$ cat config.mk
export PLATFORM = sky130hd
export DESIGN_NAME = dmux8way_dispatch
export DESIGN_NICKNAME = d
export VERILOG_FILES = /design/src/rtl/dmux8way_dispatch_pkg.sv /design/src/rtl/dmux8way_dispatch_dmux8way.sv /design/src/rtl/dmux8way_dispatch.sv
export SDC_FILE = /design/constraint.sdc
export NUM_CORES = 1
export LEC_CHECK = 0
export BUFFER_PORTS_ARGS = -buffer_cell sky130_fd_sc_hd__clkbuf_2
export CAP_MARGIN = 20
export CORE_ASPECT_RATIO = 0.5
export CORE_MARGIN = 5
export CORE_UTILIZATION = 30
export CTS_BUF_LIST = sky130_fd_sc_hd__clkbuf_8
export CTS_CLUSTER_SIZE = 40
export DETAILED_ROUTE_END_ITERATION = 6
export SLEW_MARGIN = 10
export SYNTH_ARGS = -nofsm -noshare
export SYNTH_HDL_FRONTEND = slang
export SYNTH_HIERARCHICAL = 1
export SYNTH_SLANG_ARGS = --single-unit
$ cat constraint.sdc
create_clock -name clk -period 5.4 [get_ports clk]
set_input_delay 0.54 -clock clk [delete_from_list [all_inputs] [get_ports clk]]
set_output_delay 0.54 -clock clk [all_outputs]
set_load 0.02 [all_outputs]
$ cat src/rtl/dmux8way_dispatch_pkg.sv
// -----------------------------------------------------------------------------
// dmux_pkg
// Shared definitions for the flow-controlled 1-to-8 demultiplexer front end.
//   - state_t   : dispatcher FSM states (IDLE waits for a word, HOLD presents it)
//   - NCH/SELW  : number of output channels and width of a channel select
//   - MODE_*    : encoding of the per-word routing mode input
//   - onehot()  : channel select to one-hot valid vector
// -----------------------------------------------------------------------------
package dmux_pkg;

    localparam int NCH  = 8;
    localparam int SELW = 3;

    localparam logic MODE_ADDR = 1'b0;
    localparam logic MODE_RR   = 1'b1;

    typedef enum logic {
        IDLE = 1'b0,
        HOLD = 1'b1
    } state_t;

    function automatic logic [NCH-1:0] onehot(input logic [SELW-1:0] sel);
        logic [NCH-1:0] vec;
        vec      = '0;
        vec[sel] = 1'b1;
        return vec;
    endfunction

endpackage

$ cat src/rtl/dmux8way_dispatch_dmux8way.sv
// -----------------------------------------------------------------------------
// dmux8way
// Plain combinational 1-to-8 demultiplexer. The selected output carries the
// input word, every other output reads zero. When en is low all outputs are
// zero, which lets the dispatcher blank the channels outside of HOLD.
// Ports:
//   in_data   : word to route
//   sel       : destination channel
//   en        : output enable (all outputs forced to 0 when low)
//   out0..7   : channel outputs
// -----------------------------------------------------------------------------
module dmux8way
    import dmux_pkg::*;
#(
    parameter int WIDTH = 16
) (
    input  logic [WIDTH-1:0] in_data,
    input  logic [SELW-1:0]  sel,
    input  logic             en,
    output logic [WIDTH-1:0] out0,
    output logic [WIDTH-1:0] out1,
    output logic [WIDTH-1:0] out2,
    output logic [WIDTH-1:0] out3,
    output logic [WIDTH-1:0] out4,
    output logic [WIDTH-1:0] out5,
    output logic [WIDTH-1:0] out6,
    output logic [WIDTH-1:0] out7
);

    // Every output starts at zero so that only the selected channel ever
    // carries data; consumers rely on unselected channels reading 0.
    always_comb begin
        out0 = '0;
        out1 = '0;
        out2 = '0;
        out3 = '0;
        out4 = '0;
        out5 = '0;
        out6 = '0;
        out7 = '0;
        if (en) begin
            case (sel)
                3'd0: out0 = in_data;
                3'd1: out1 = in_data;
                3'd2: out2 = in_data;
                3'd3: out3 = in_data;
                3'd4: out4 = in_data;
                3'd5: out5 = in_data;
                3'd6: out6 = in_data;
                3'd7: out7 = in_data;
                default: ;
            endcase
        end
    end

endmodule

$ cat src/rtl/dmux8way_dispatch.sv
// -----------------------------------------------------------------------------
// dmux8way_dispatch
// Sequenced, flow-controlled front end for the 16-bit 1-to-8 demultiplexer.
// A single-entry buffer accepts words over valid/ready and presents each one
// on exactly one of eight channels. The channel comes either from in_dest
// (addressed mode) or from a rotating pointer (round-robin mode). A word that
// its consumer does not take within TIMEOUT cycles is dropped so one dead
// consumer cannot block the others.
// Ports:
//   clk, reset          : clock and synchronous active-high reset
//   in_valid/in_ready   : input handshake
//   in_data, in_dest    : input word and its addressed-mode destination
//   mode                : 0 = addressed, 1 = round-robin (sampled at accept)
//   out0..out7          : channel data, zero on non-selected channels
//   out_valid           : one-hot channel valid
//   out_ready           : per-channel consumer ready
//   drop                : one-cycle pulse after a word is discarded on timeout
//   rr_ptr              : current round-robin pointer
// -----------------------------------------------------------------------------
module dmux8way_dispatch
    import dmux_pkg::*;
#(
    parameter int WIDTH   = 16,
    parameter int TIMEOUT = 15
) (
    input  logic             clk,
    input  logic             reset,
    input  logic             in_valid,
    output logic             in_ready,
    input  logic [WIDTH-1:0] in_data,
    input  logic [SELW-1:0]  in_dest,
    input  logic             mode,
    output logic [WIDTH-1:0] out0,
    output logic [WIDTH-1:0] out1,
    output logic [WIDTH-1:0] out2,
    output logic [WIDTH-1:0] out3,
    output logic [WIDTH-1:0] out4,
    output logic [WIDTH-1:0] out5,
    output logic [WIDTH-1:0] out6,
    output logic [WIDTH-1:0] out7,
    output logic [NCH-1:0]   out_valid,
    input  logic [NCH-1:0]   out_ready,
    output logic             drop,
    output logic [SELW-1:0]  rr_ptr
);

    // The stall counter runs 0..TIMEOUT-1 while a word waits, so the last
    // permitted stall cycle is the one where it equals TIMEOUT-1.
    localparam logic [7:0] STALL_LIMIT = 8'(TIMEOUT - 1);

    state_t           state_q,   state_d;
    logic [WIDTH-1:0] data_q,    data_d;
    logic [SELW-1:0]  sel_q,     sel_d;
    logic             rr_mode_q, rr_mode_d;
    logic [7:0]       cnt_q,     cnt_d;
    logic [SELW-1:0]  rr_ptr_q,  rr_ptr_d;
    logic             drop_q,    drop_d;

    logic holding;
    logic sel_ready;
    logic complete;
    logic timeout_hit;
    logic release_word;
    logic accept;

    // Handshake decode. The buffer frees up in the same cycle that the held
    // word leaves (completion or timeout), which is what allows one word per
    // cycle when the consumer keeps up. Ready bits of other channels are
    // deliberately not looked at.
    always_comb begin
        holding      = (state_q == HOLD);
        sel_ready    = out_ready[sel_q];
        complete     = holding && sel_ready;
        timeout_hit  = holding && !sel_ready && (cnt_q == STALL_LIMIT);
        release_word = complete || timeout_hit;
        in_ready     = !reset && (!holding || sel_ready || timeout_hit);
        accept       = in_valid && in_ready;
    end

    // Next-state logic for the buffer, pointer and stall counter. The pointer
    // is advanced before the incoming word picks its channel so that a word
    // captured on the same edge as a round-robin completion already sees the
    // next channel; this makes back-to-back round-robin words walk 0,1,2,...
    always_comb begin
        state_d   = state_q;
        data_d    = data_q;
        sel_d     = sel_q;
        rr_mode_d = rr_mode_q;
        cnt_d     = cnt_q;
        rr_ptr_d  = rr_ptr_q;
        drop_d    = timeout_hit;

        if (release_word && rr_mode_q) begin
            rr_ptr_d = rr_ptr_q + 3'd1;
        end

        if (accept) begin
            state_d   = HOLD;
            data_d    = in_data;
            sel_d     = (mode == MODE_RR) ? rr_ptr_d : in_dest;
            rr_mode_d = mode;
            cnt_d     = '0;
        end else if (release_word) begin
            state_d = IDLE;
            cnt_d   = '0;
        end else if (holding) begin
            cnt_d = cnt_q + 8'd1;
        end
    end

    // State registers. Reset throws away any held word without a drop pulse.
    always_ff @(posedge clk) begin
        if (reset) begin
            state_q   <= IDLE;
            data_q    <= '0;
            sel_q     <= '0;
            rr_mode_q <= 1'b0;
            cnt_q     <= '0;
            rr_ptr_q  <= '0;
            drop_q    <= 1'b0;
        end else begin
            state_q   <= state_d;
            data_q    <= data_d;
            sel_q     <= sel_d;
            rr_mode_q <= rr_mode_d;
            cnt_q     <= cnt_d;
            rr_ptr_q  <= rr_ptr_d;
            drop_q    <= drop_d;
        end
    end

    // Channel outputs come straight from the held registers, blanked outside
    // of HOLD so an idle dispatcher presents all-zero channels.
    always_comb begin
        out_valid = holding ? onehot(sel_q) : '0;
        drop      = drop_q;
        rr_ptr    = rr_ptr_q;
    end

    dmux8way #(
        .WIDTH (WIDTH)
    ) u_dmux (
        .in_data (data_q),
        .sel     (sel_q),
        .en      (holding),
        .out0    (out0),
        .out1    (out1),
        .out2    (out2),
        .out3    (out3),
        .out4    (out4),
        .out5    (out5),
        .out6    (out6),
        .out7    (out7)
    );

endmodule

After elaboration in Yosys (flattened, before gate mapping)
Index checks and enable logic that the tools add are counted.
W data, S select, Z words.
{ "classes": {"n_reduce_logical": 16, "order_cmp": 2, "eq_ne": 8, "n_addsub": 2, "mux": 25} }
{ "op_table": {"columns": ["cell", "n"], "rows": [
  ["$mux W16", 16],
  ["$eq A3 B3 Y1 const B", 4],
  ["$add A8 B1 Y8 const B", 1],
  ["$eq A8 B4 Y1 const B", 1],
  ["$mux W8", 1],
  ["$logic_and A1 B1 Y1", 7],
  ["$eq A3 B2 Y1 const B", 2],
  ["$mux W3", 2],
  ["$lt A3 B4 Y1 const B", 1],
  ["$mux W1", 4],
  ["$add A3 B1 Y3 const B", 1],
  ["$bmux W1 S3", 1],
  ["$demux W1 S3", 1],
  ["$eq A3 B1 Y1 const B", 1],
  ["$ge A3 B1 Y1 const B", 1],
  ["$logic_not A1 Y1", 3],
  ["$logic_not A3 Y1", 1],
  ["$logic_or A1 B1 Y1", 3],
  ["$reduce_or A3 Y1", 1],
  ["$reduce_bool A2 Y1", 1]
]} }
{ "totals": {"output_inout_bits": 141, "input_bits": 31, "reg_bits": 33, "elab_cells": 60} }

Logic depth before layout (Yosys ltp)
Gate-level depths: netlist (run 1).
{ "depth": {"word_depth": 9, "mapped_depth": 8, "depth_no_buf": 7} }

By module
Netlist (run 1), hierarchy kept.
{ "by_module_without_submodules": {"columns": ["module", "seq_area_each_um2", "area_per_inst_um2", "cells_each", "instances"], "rows": [
  ["dmux8way_dispatch", 660.6, 1584.0, 175, 1],
  ["dmux8way", 0.0, 1012.2, 158, 1]
]} }

Worst setup path after synthesis (run 1)
OpenSTA, ideal clock, no wires.
{ "synth_timing": {"kind": "register to output", "from": "register sel_q[0]", "to": "output in_ready", "path_stages_with_launch": 5, "n_path_buf": 1, "arrival_ns": 1.693, "path_slack_ns": 3.167, "t_required_ns": 4.860, "path_cell_list": "dfxtp_1 -> buf_6 -> mux4_2 -> mux2i_4 -> a31oi_1"} }
{ "synth_between": {"elab_chain_len": 7, "elab_cells_between_ends": 8, "classes_between": "2 x mux; 6 x reduce/logical"} }
{ "synth_lines": {"columns": ["item", "line", "text"], "rows": [
  ["start: declaration", "dmux8way_dispatch.sv:53", "logic [SELW-1:0] sel_q, sel_d;"],
  ["start signal: assignment", "dmux8way_dispatch.sv:124", "sel_q <= sel_d;"],
  ["$bmux W1 S3 (*)", "dmux8way_dispatch.sv:72", "sel_ready = out_ready[sel_q];"],
  ["$mux W1 (not written as such) (*)", "dmux8way_dispatch.sv:72", null],
  ["$logic_not A1 Y1", "dmux8way_dispatch.sv:74", "timeout_hit = holding && !sel_ready && (cnt_q == STALL_LIMIT);"],
  ["$logic_and A1 B1 Y1 (2 in series)", "dmux8way_dispatch.sv:74", null],
  ["$logic_or A1 B1 Y1 (*)", "dmux8way_dispatch.sv:76", "in_ready = !reset && (!holding || sel_ready || timeout_hit);"],
  ["$logic_and A1 B1 Y1 (*)", "dmux8way_dispatch.sv:76", null],
  ["end: declaration", "dmux8way_dispatch.sv:29", "output logic in_ready,"]
]} }
Mark *: on every way between the ends. The rest lies on a longest branch, timed or not. The select of a mux whose other input is x is not followed.

Worst setup path in the final report (run 1)
Ends and elaborated chain as after synthesis.

==> out/summary.txt, run 1 <==
Fillers - 928
Core area - 8560 um2
CTS buffer count - 5
Final net count - 525
Most area-hungry cell type in the Yosys netlist - and2_1
Die Ht - 75.8 um
Die Wd - 142 um
WP data arrival - 2520 ps
Slew Viols, Final - 0
RSZ-0062 raised after global routing - false
Synthesized Nets - 367
Clk_lat worst skew - 280 ps
Initial antenna violation count - 0
Vias in the first global route - 2,454
WL/cell - 14.2 um
DP Wirelength - 6610 um
Worst setup EP type - output pin
Min Tclk post-route - 3060 ps
Clock transition at path regs - 60 ps
Flop-to-flop setup slack - 2610 ps
Synth Cell Area - 2600 um2
Clock Tree Buf Depth - 2
Drt pass-1 iters - 4
Final Cycle Share - 0.567
Top FF cell, synth - dfxtp_1
Setup ws final - 2340 ps
Worst Path Required - 4860 ps
Post-synth cell types - 44
Via-per-instance ratio - 4.48
IO buf count - 171
Congestion Overflow GR - 0
DRC viols - 0
Synth Area in XOR/XNOR - 0.0270
Ranking of synthesized cells by area - and2_1 (27%), dfxtp_1 (25%), nand3b_1 (6.4%)
# diodes - 0
Fmax - 0.326 GHz
Leak Pwr - 1.84 nW
Yosys warning count - 6
Max_slew headroom - 0.381
Placer congestion estimate - 0.762
Worst vdd ir - 0.0859 mV
Clk sinks - 33
DR iter-0 viols - 100
Hold crit path type - input pin to flop
EDFF count, synth - 0
Flops & latches, synth - 33
Row count - 24
H-tree levels - 2
CTS tree - yes
MaxCap Viol Count - 0
Status - complete, no violations
Kind of critical path - flop to output pin
Share of layout cells above drive strength 1 - 0.389
CP startpoint kind - flop
Multi-input logic area - 1780 um2
DP Cell Count - 601
Detail Route Antenna Nets - 0
Largest family of logic cells by synthesized area - simple AND/OR/NAND/NOR gates
Tot GR Track Use - 0.147
First-pass GRT wire length - 12,700 um
Synth Area in Compound Gates - 0.0487
Boundary Pins - 172
Final hold viol count - 0
Synth-to-Final Area Change - 36.8%
Least-Margin Pin Slew - 927 ps
Setup TNS - 0 ps
Final setup violation count - 0
Multiplexer share of the synthesized area - 0.0342
Pin count of the biggest net entering global routing - 32
Initial Util - 0.303
Post-synth ARST share - 0
Syn Inst Count - 333
Resize count post-CTS - 0
Detailed Route WL - 8630 um
Die area - 10,700 um2
Area share of fa/ha/maj cells after synthesis - 0.0145
PwrDens - 158 nW/um2
Root buffer cell - clkbuf_8
Post-route insts no fill - 608
Via Count - 2,724
Post-CTS Hold Buffers - 0
Storage cell area - 661 um2
Post-synthesis sequential area ratio - 0.254
Clk_skew - 5.18 ps
DP Worst Slack - 2620 ps
Worst-path maximum fanout - 26
Yosys top cell area share - 0.270
Mean Syn Cell Area - 7.80 um2
Post-CTS Setup Inserts - 0
Top-count cell post-synth - and2_1
Post-synth top cells - and2_1 (112), nand2_1 (43), dfxtp_1 (33)
Simple-gate area share of the yosys netlist - 0.561
-- worst max-delay path: stages (launching register included) --
cell      delay [ps]
dfxtp_1          890
mux4_2           620
mux2i_4          380
a31oi_1          140
clkbuf_2         210
-- logic make-up after synthesis --
family	count (synthesis)
AOI/OAI and AO/OA	13
DFF	33
and+or+nand+nor	245
adders and majority gates	3
xor gates and xnor gates	8
buffers and inverters	26
muxes	5
-- registers in the layout (all words and copies together), names as in the netlist --
signal,count
rr_mode_q,1
rr_ptr,3
cnt_q,8
data_q,16
drop,1
sel_q,3
holding,1
-- cells in the final DEF, fill, tap and decap left out, types with 3 or more instances in the layout --
| cell | Yosys | layout |
|---|---|---|
| and4_1 | 3 | 3 |
| clkbuf_2 | 0 | 171 |
| and4b_1 | 3 | 3 |
| nand3b_1 | 22 | 22 |
| dfxtp_1 | 33 | 33 |
| clkbuf_8 | 0 | 6 |
| ha_1 | 3 | 3 |
| xor2_1 | 5 | 5 |
| xnor2_1 | 3 | 3 |
| nand2b_1 | 5 | 5 |
| inv_1 | 6 | 7 |
| nand2_1 | 43 | 43 |
| and2_1 | 112 | 112 |
| and4bb_1 | 3 | 3 |
| nor3_1 | 6 | 6 |
| nand4_1 | 3 | 3 |
| nand3_1 | 5 | 5 |
| nor2_1 | 30 | 30 |
-- worst paths after layout --
path,start,endpoint,cells after the start
min,in_data[6],data_q[6],3
min reg2reg,rr_mode_q,rr_mode_q,2
max reg2reg,sel_q[0],sel_q[1],5
max,sel_q[0],in_ready,4
-- routing by layer --
layer	GRT usage	up-vias	share of wire
li1	-	1408	-
met1	0.182	1244	0.43
met2	0.279	68	0.51
met3	0.0232	4	0.053
met4	0.0287	0	0.0051
met5	0	-	0
-- layout make-up --
class                           instances  share of cell area
Sequential cell                        33               0.186
Tap cell                              117              0.0412
Multi-Input combinational cell        274               0.501
Timing Repair Buffer                  171               0.241
Clock inverter                          1             0.00106
Inverter                                6             0.00634
Clock buffer                            6              0.0233
-- where the power goes --
group	internal [mW]	total (mW)	switching [mW]	leakage, nW
combinational	0.0400	0.0901	0.0501	1.52
clock	0.0991	0.181	0.0822	0.0485
sequential	0.257	0.291	0.0343	0.270
-- per-stage QoR --
step	instance area, um2	util	hold WS [ps]	power (mW)
after global routing	3550	0.415	438	0.594
after floorplan	2600	-	450	0.351
after CTS	3550	0.415	438	0.571
final	3550	0.415	447	0.562
after detailed placement	3460	0.405	470	0.388
after global placement	3460	0.405	476	0.386
Power figures use the tool's default switching activity.
==> run 2: changes to the inputs <==
Settings changed: ABC_AREA set to 1, PLACE_DENSITY set to 0.66.
Clock period 5.4 ns to 2.7 ns, I/O delays scaled along.
==> run 2 against run 1 <==
- first-iteration DRC count grew 26%
- final area shrank 11%
- global-route usage is 2.3 points higher
- largest power group unchanged
- count of clock-buffer cells in the layout is the same
- critical path type unchanged
==> out/summary.txt, run 2 <==
Status - complete, no violations
Most area-hungry cell type in the Yosys netlist - dfxtp_1
Leak Pwr - 1.66 nW
Top-count cell post-synth - nor2_1
Worst setup EP type - output pin
Final instance area - 3160 um2
Synth Cell Area - 2160 um2
Final net count - 573
DP Cell Count - 624
Register name with the most flops - data_q
DR iter-0 viols - 126
Setup ws final - 449 ps
Vias in the first global route - 2,491
CTS buffer count - 5
Initial antenna violation count - 0
Post-route insts no fill - 632
Slowest-stage cell, CP - dfxtp_1
Fillers - 733
DRC viols - 0
Max_slew headroom - 0.519
Placer congestion estimate - 0.777
Setup TNS - 0 ps
Top flop regs - data_q (16), cnt_q (8)
Synthesized Nets - 409
Row count - 21
Share of layout cells above drive strength 1 - 0.350
Die Wd - 130 um
Most frequent cells in the layout - clkbuf_2 (171), nor2_1 (152), nand2_1 (82)
Post-CTS Hold Buffers - 0
EDFF count, synth - 0
Clock transition at path regs - 70 ps
Fmax - 0.444 GHz
Kind of critical path - flop to output pin
Boundary Pins - 172
Clk_lat worst skew - 280 ps
Post-synth top cells - nor2_1 (152), nand2_1 (82), nand3_1 (38)
Yosys warning count - 6
IO buf count - 171
Pin count of the biggest net entering global routing - 27
Clk_skew - 6.39 ps
Crit path buffers/inverters - 1
Resize count post-CTS - 0
Ranking of synthesized cells by area - dfxtp_1 (31%), nor2_1 (26%), nand2_1 (14%)
Synth-to-Final Area Change - 46.0%
H-tree levels - 2
Slew Viols, Final - 0
PwrDens - 375 nW/um2
Congestion Overflow GR - 0
WP data arrival - 1980 ps
Post-synth ARST share - 0
DP Worst Slack - 768 ps
Worst vdd ir - 0.184 mV
MaxCap Viol Count - 0
Final hold viol count - 0
Initial Util - 0.316
Via Count - 2,884
Clk sinks - 33
Post-CTS Setup Inserts - 0
Drt pass-1 iters - 4
DP Wirelength - 6400 um
Mean Syn Cell Area - 5.77 um2
Root buffer cell - clkbuf_8
Worst-path maximum fanout - 16
Worst Path Required - 2430 ps
WL/cell - 13.1 um
Min Tclk post-route - 2250 ps
Post-synthesis sequential area ratio - 0.305
Clock Tree Buf Depth - 2
Tot GR Track Use - 0.170
Syn Inst Count - 375
Cell Chain, Critical Path - nand3_1, nor2_1, clkbuf_2
Hold crit path type - input pin to flop
Detail Route Antenna Nets - 0
Final Cycle Share - 0.834
First-pass GRT wire length - 12,600 um
Top FF cell, synth - dfxtp_1
Max reg flops - 16
Final setup violation count - 0
Core Util, Final - 0.461
Via-per-instance ratio - 4.56
Placed inst area - 3040 um2
Total power - 1.18 mW
Least-Margin Pin Slew - 720 ps
Post-synth cell types - 25
CP startpoint kind - flop
Die area - 9120 um2
Yosys top cell area share - 0.305
CTS tree - yes
Largest stage delay, worst path - 620 ps
Core area - 6860 um2
# diodes - 0
Crit path max-delay family - simple AND/OR/NAND/NOR gates
WHS - 182 ps
Commonest non-fill, non-tap cell in the layout - clkbuf_2
Detailed Route WL - 8300 um
Flops & latches, synth - 33
RSZ-0062 raised after global routing - false
Die Ht - 70.1 um
[run 2: cell types whose count changed in the layout (fill, tap and decap cells not counted), sizes merged, moves of 3 or more]
cell,change
and4,-3
inv,+19
nand3,+34
nand2,+40
nor2,+123
and4b,-3
nand2b,-5
and2,-112
a21oi,+4
nor3,-5
and4bb,-3
nand3b,-21
nor4b,-4
[run 2: worst min-delay path, cell delays in order]
cell,delay [ps]
clkbuf_2,80
nand2_1,40
nand2_1,50
[run 2: cell families (layout without fill, tap and decap cells)]
logic type,count (synthesis),after routing,share of synthesized area
xor+xnor,6,6,0.0243
buf+inv,41,206,0.0925
simple gates,284,284,0.540
compound gates,8,8,0.0202
flops,33,33,0.305
fa+ha+maj,3,3,0.0173
[run 2: power breakdown]
part	internal (mW)	switching [mW]	total (mW)
combinational	0.0550	0.122	0.177
clock	0.297	0.172	0.469
sequential	0.512	0.0266	0.539
total	0.864	0.321	1.18
[run 2: final cells by class]
class,instances,area [um2],share of cell area
Timing Repair Buffer,173,871,0.276
Clock buffer,6,82.6,0.0261
Sequential cell,33,661,0.209
Clock inverter,2,33.8,0.0107
Inverter,25,93.8,0.0297
Multi-Input combinational cell,301,1300,0.413
Tap cell,92,115,0.0364
[run 2: final timing paths]
path                to  slack (ps)       start  depth (start not counted)
max            out5[6]         450    sel_q[0]                          3
min          data_q[8]         180  in_data[8]                          3
max reg2reg  data_q[2]         760    sel_q[0]                         10
min reg2reg  data_q[7]         460   data_q[7]                          2
[run 2: metal layers]
layer	vias up	track usage	share of wire
met1	1294	0.199	0.41
met3	13	0.0343	0.080
met5	-	0	0
met4	0	0.0541	0.013
met2	98	0.308	0.50
li1	1479	-	-
==> run 3: changes to the inputs <==
Settings changed: ABC_AREA 1 to 0, PLACE_DENSITY 0.66 to not set.
Clock period 2.7 ns to 1.9 ns, I/O delays scaled along.
==> run 3 against run 2 <==
- the flow now finishes with violations (setup timing)
- critical path depth is 2 higher
- critical endpoint is now in_ready
- via count is 0.76% higher
- clock power is 13% higher
- setup slack worse by 500 ps
- cell count is 0.79% higher
- flip-flop and latch count stayed put
- total power is 43% higher
- register-to-register slack worse by 790 ps
- die area is 18% higher
- count of clock-buffer cells in the layout stayed put
- worst hold slack worse by 94 ps
==> out/summary.txt, run 3 (synthesis gave the netlist of run 1 again) <==
Status - finished, violations left
Failing checks - setup timing
Net Sw Frac - 0.301
Post-CTS Hold Buffers - 0
Register-to-Register Path Depth - 7
Final hold viol count - 0
Switching pwr - 0.512 mW
CTS tree - yes
Boundary Pins - 172
Clock transition at path regs - 70 ps
CTS buffer count - 5
Cell Chain, Critical Path - mux4_2, mux2i_4, buf_6, a31oi_4, buf_6
Hold crit path type - input pin to flop
MaxCap Viol Count - 0
DR iter-0 viols - 135
Die area - 10,700 um2
Setup ws final - -51.8 ps
Clk sinks - 33
Max reg flops - 16
Worst Hold Launch - in_data[3]
Final net count - 554
PwrDens - 433 nW/um2
Congestion Overflow GR - 0
Final setup violation count - 9
Max_slew headroom - 0.740
Initial Util - 0.303
Detailed Route WL - 9080 um
WL/cell - 14.3 um
Vias in the first global route - 2,542
Share of layout cells above drive strength 1 - 0.456
First-pass GRT wire length - 13,100 um
Kind of critical path - flop to output pin
Worst setup EP type - output pin
# diodes - 0
Reg2reg start - sel_q[0]
Sequential share of power - 0.473
Fillers - 859
Fmax - 0.512 GHz
Initial antenna violation count - 0
Tot GR Track Use - 0.152
H-tree levels - 2
Via Count - 2,906
Die Wd - 142 um
Clk_lat worst skew - 280 ps
Logic pwr share - 0.216
Drt pass-1 iters - 4
Flop-to-flop setup slack - -30 ps
CP startpoint kind - flop
Leak Pwr - 2.02 nW
R2r endpoint - data_q[7]
Largest stage delay, worst path - 520 ps
Die Ht - 75.8 um
Top flop regs - data_q (16), cnt_q (8)
Register name with the most flops - data_q
Power Internal - 1.19 mW
Core area - 8560 um2
Worst Hold End - data_q[3]
Slew Viols, Final - 0
DP Wirelength - 6760 um
Final instance area - 3930 um2
Detail Route Antenna Nets - 0
Commonest non-fill, non-tap cell in the layout - clkbuf_2
Placer congestion estimate - 0.816
DRC viols - 0
Final Cycle Share - 1.03
Via-per-instance ratio - 4.56
IO buf count - 171
Worst vdd ir - 0.225 mV
Least-Margin Pin Slew - 390 ps
Clock Tree Buf Depth - 2
Total power - 1.70 mW
Root buffer cell - clkbuf_8
Min Tclk post-route - 1950 ps
Setup TNS - -135 ps
WHS - 88.1 ps
Synth-to-Final Area Change - 51.3%
Row count - 24
Clk_skew - 5.40 ps
Worst Path Required - 1710 ps
WP data arrival - 1760 ps
Clock power frac - 0.311
Most frequent cells in the layout - clkbuf_2 (157), and2_1 (111), nand2_1 (42)
Placed inst area - 3650 um2
Slowest-stage cell, CP - mux4_2
RSZ-0062 raised after global routing - true
Pin count of the biggest net entering global routing - 24
Crit-path most repeated cell - buf_6
Hold Path Stages - 3
Worst-path maximum fanout - 4
-- run 3: cell count changes in the layout (fill, tap and decap cells not counted), sizes merged, moves of 4 or more --
| cell | delta |
|---|---|
| and4bb | +4 |
| nand3b | +21 |
| and2 | +112 |
| buf | +40 |
| inv | -19 |
| nor2 | -123 |
| nor3 | +5 |
| nand3 | -34 |
| nand2b | +5 |
| nand2 | -40 |
| nor4b | +4 |
| a21oi | -4 |
| clkbuf | -14 |
-- run 3: area by class of cell --
class                           count  area [um2]  share of cell area
Clock buffer                        6        82.6              0.0210
Clock inverter                      1        3.75            0.000956
Inverter                            6        22.5             0.00573
Multi-Input combinational cell    275        1870               0.475
Sequential cell                    33         671               0.171
Tap cell                          117         146              0.0373
Timing Repair Buffer              199        1140               0.289
-- run 3: repair_timing --
action / in CTS / in global routing
gates resized for setup: 14 / 45
pin swaps: 1 / 6
cloned: 0 / 2
setup endpoints to repair: 113 / 108
setup buffers: 3 / 3
-- run 3: per-stage QoR --
stage,cells,setup WS [ps],utilization
after floorplan,333,-6.25,-
after global placement,622,-67.4,0.426
after detailed placement,622,-56.8,0.426
after CTS,632,-105,0.443
after global routing,637,-130,0.459
final,637,-51.8,0.459
-- run 3: worst max path at each step --
stage / startpoint / end / slack [ps] / cells past startpoint
floorplan: sel_q[0] / sel_q[1] / -6 / 7
CTS: sel_q[0] / in_ready / -110 / 5
global placement: sel_q[0] / sel_q[2] / -70 / 6
detailed placement: sel_q[0] / sel_q[2] / -60 / 6
global route: sel_q[0] / data_q[11] / -130 / 7
finish: sel_q[0] / in_ready / -50 / 5
-- run 3: power groups by stage --
stage	clock [mW]	combinational, mW	sequential [mW]
after floorplan	0	0.211	0.788
after global placement	0	0.322	0.814
after detailed placement	0	0.322	0.816
after CTS	0.550	0.334	0.801
after global routing	0.580	0.403	0.814
final	0.528	0.368	0.803
-- run 3: critical path: cells and delay by family, from the launching register on --
kind,cells,cell delay [ps]
buf+inv,2,290
flops,1,370
mux,2,720
compound gates,1,90
-- run 3: layer usage --
metal  share of wire  GRT usage
met1            0.44      0.194
met4          0.0066     0.0468
met2            0.50      0.269
met3           0.051     0.0238
met5               0          0
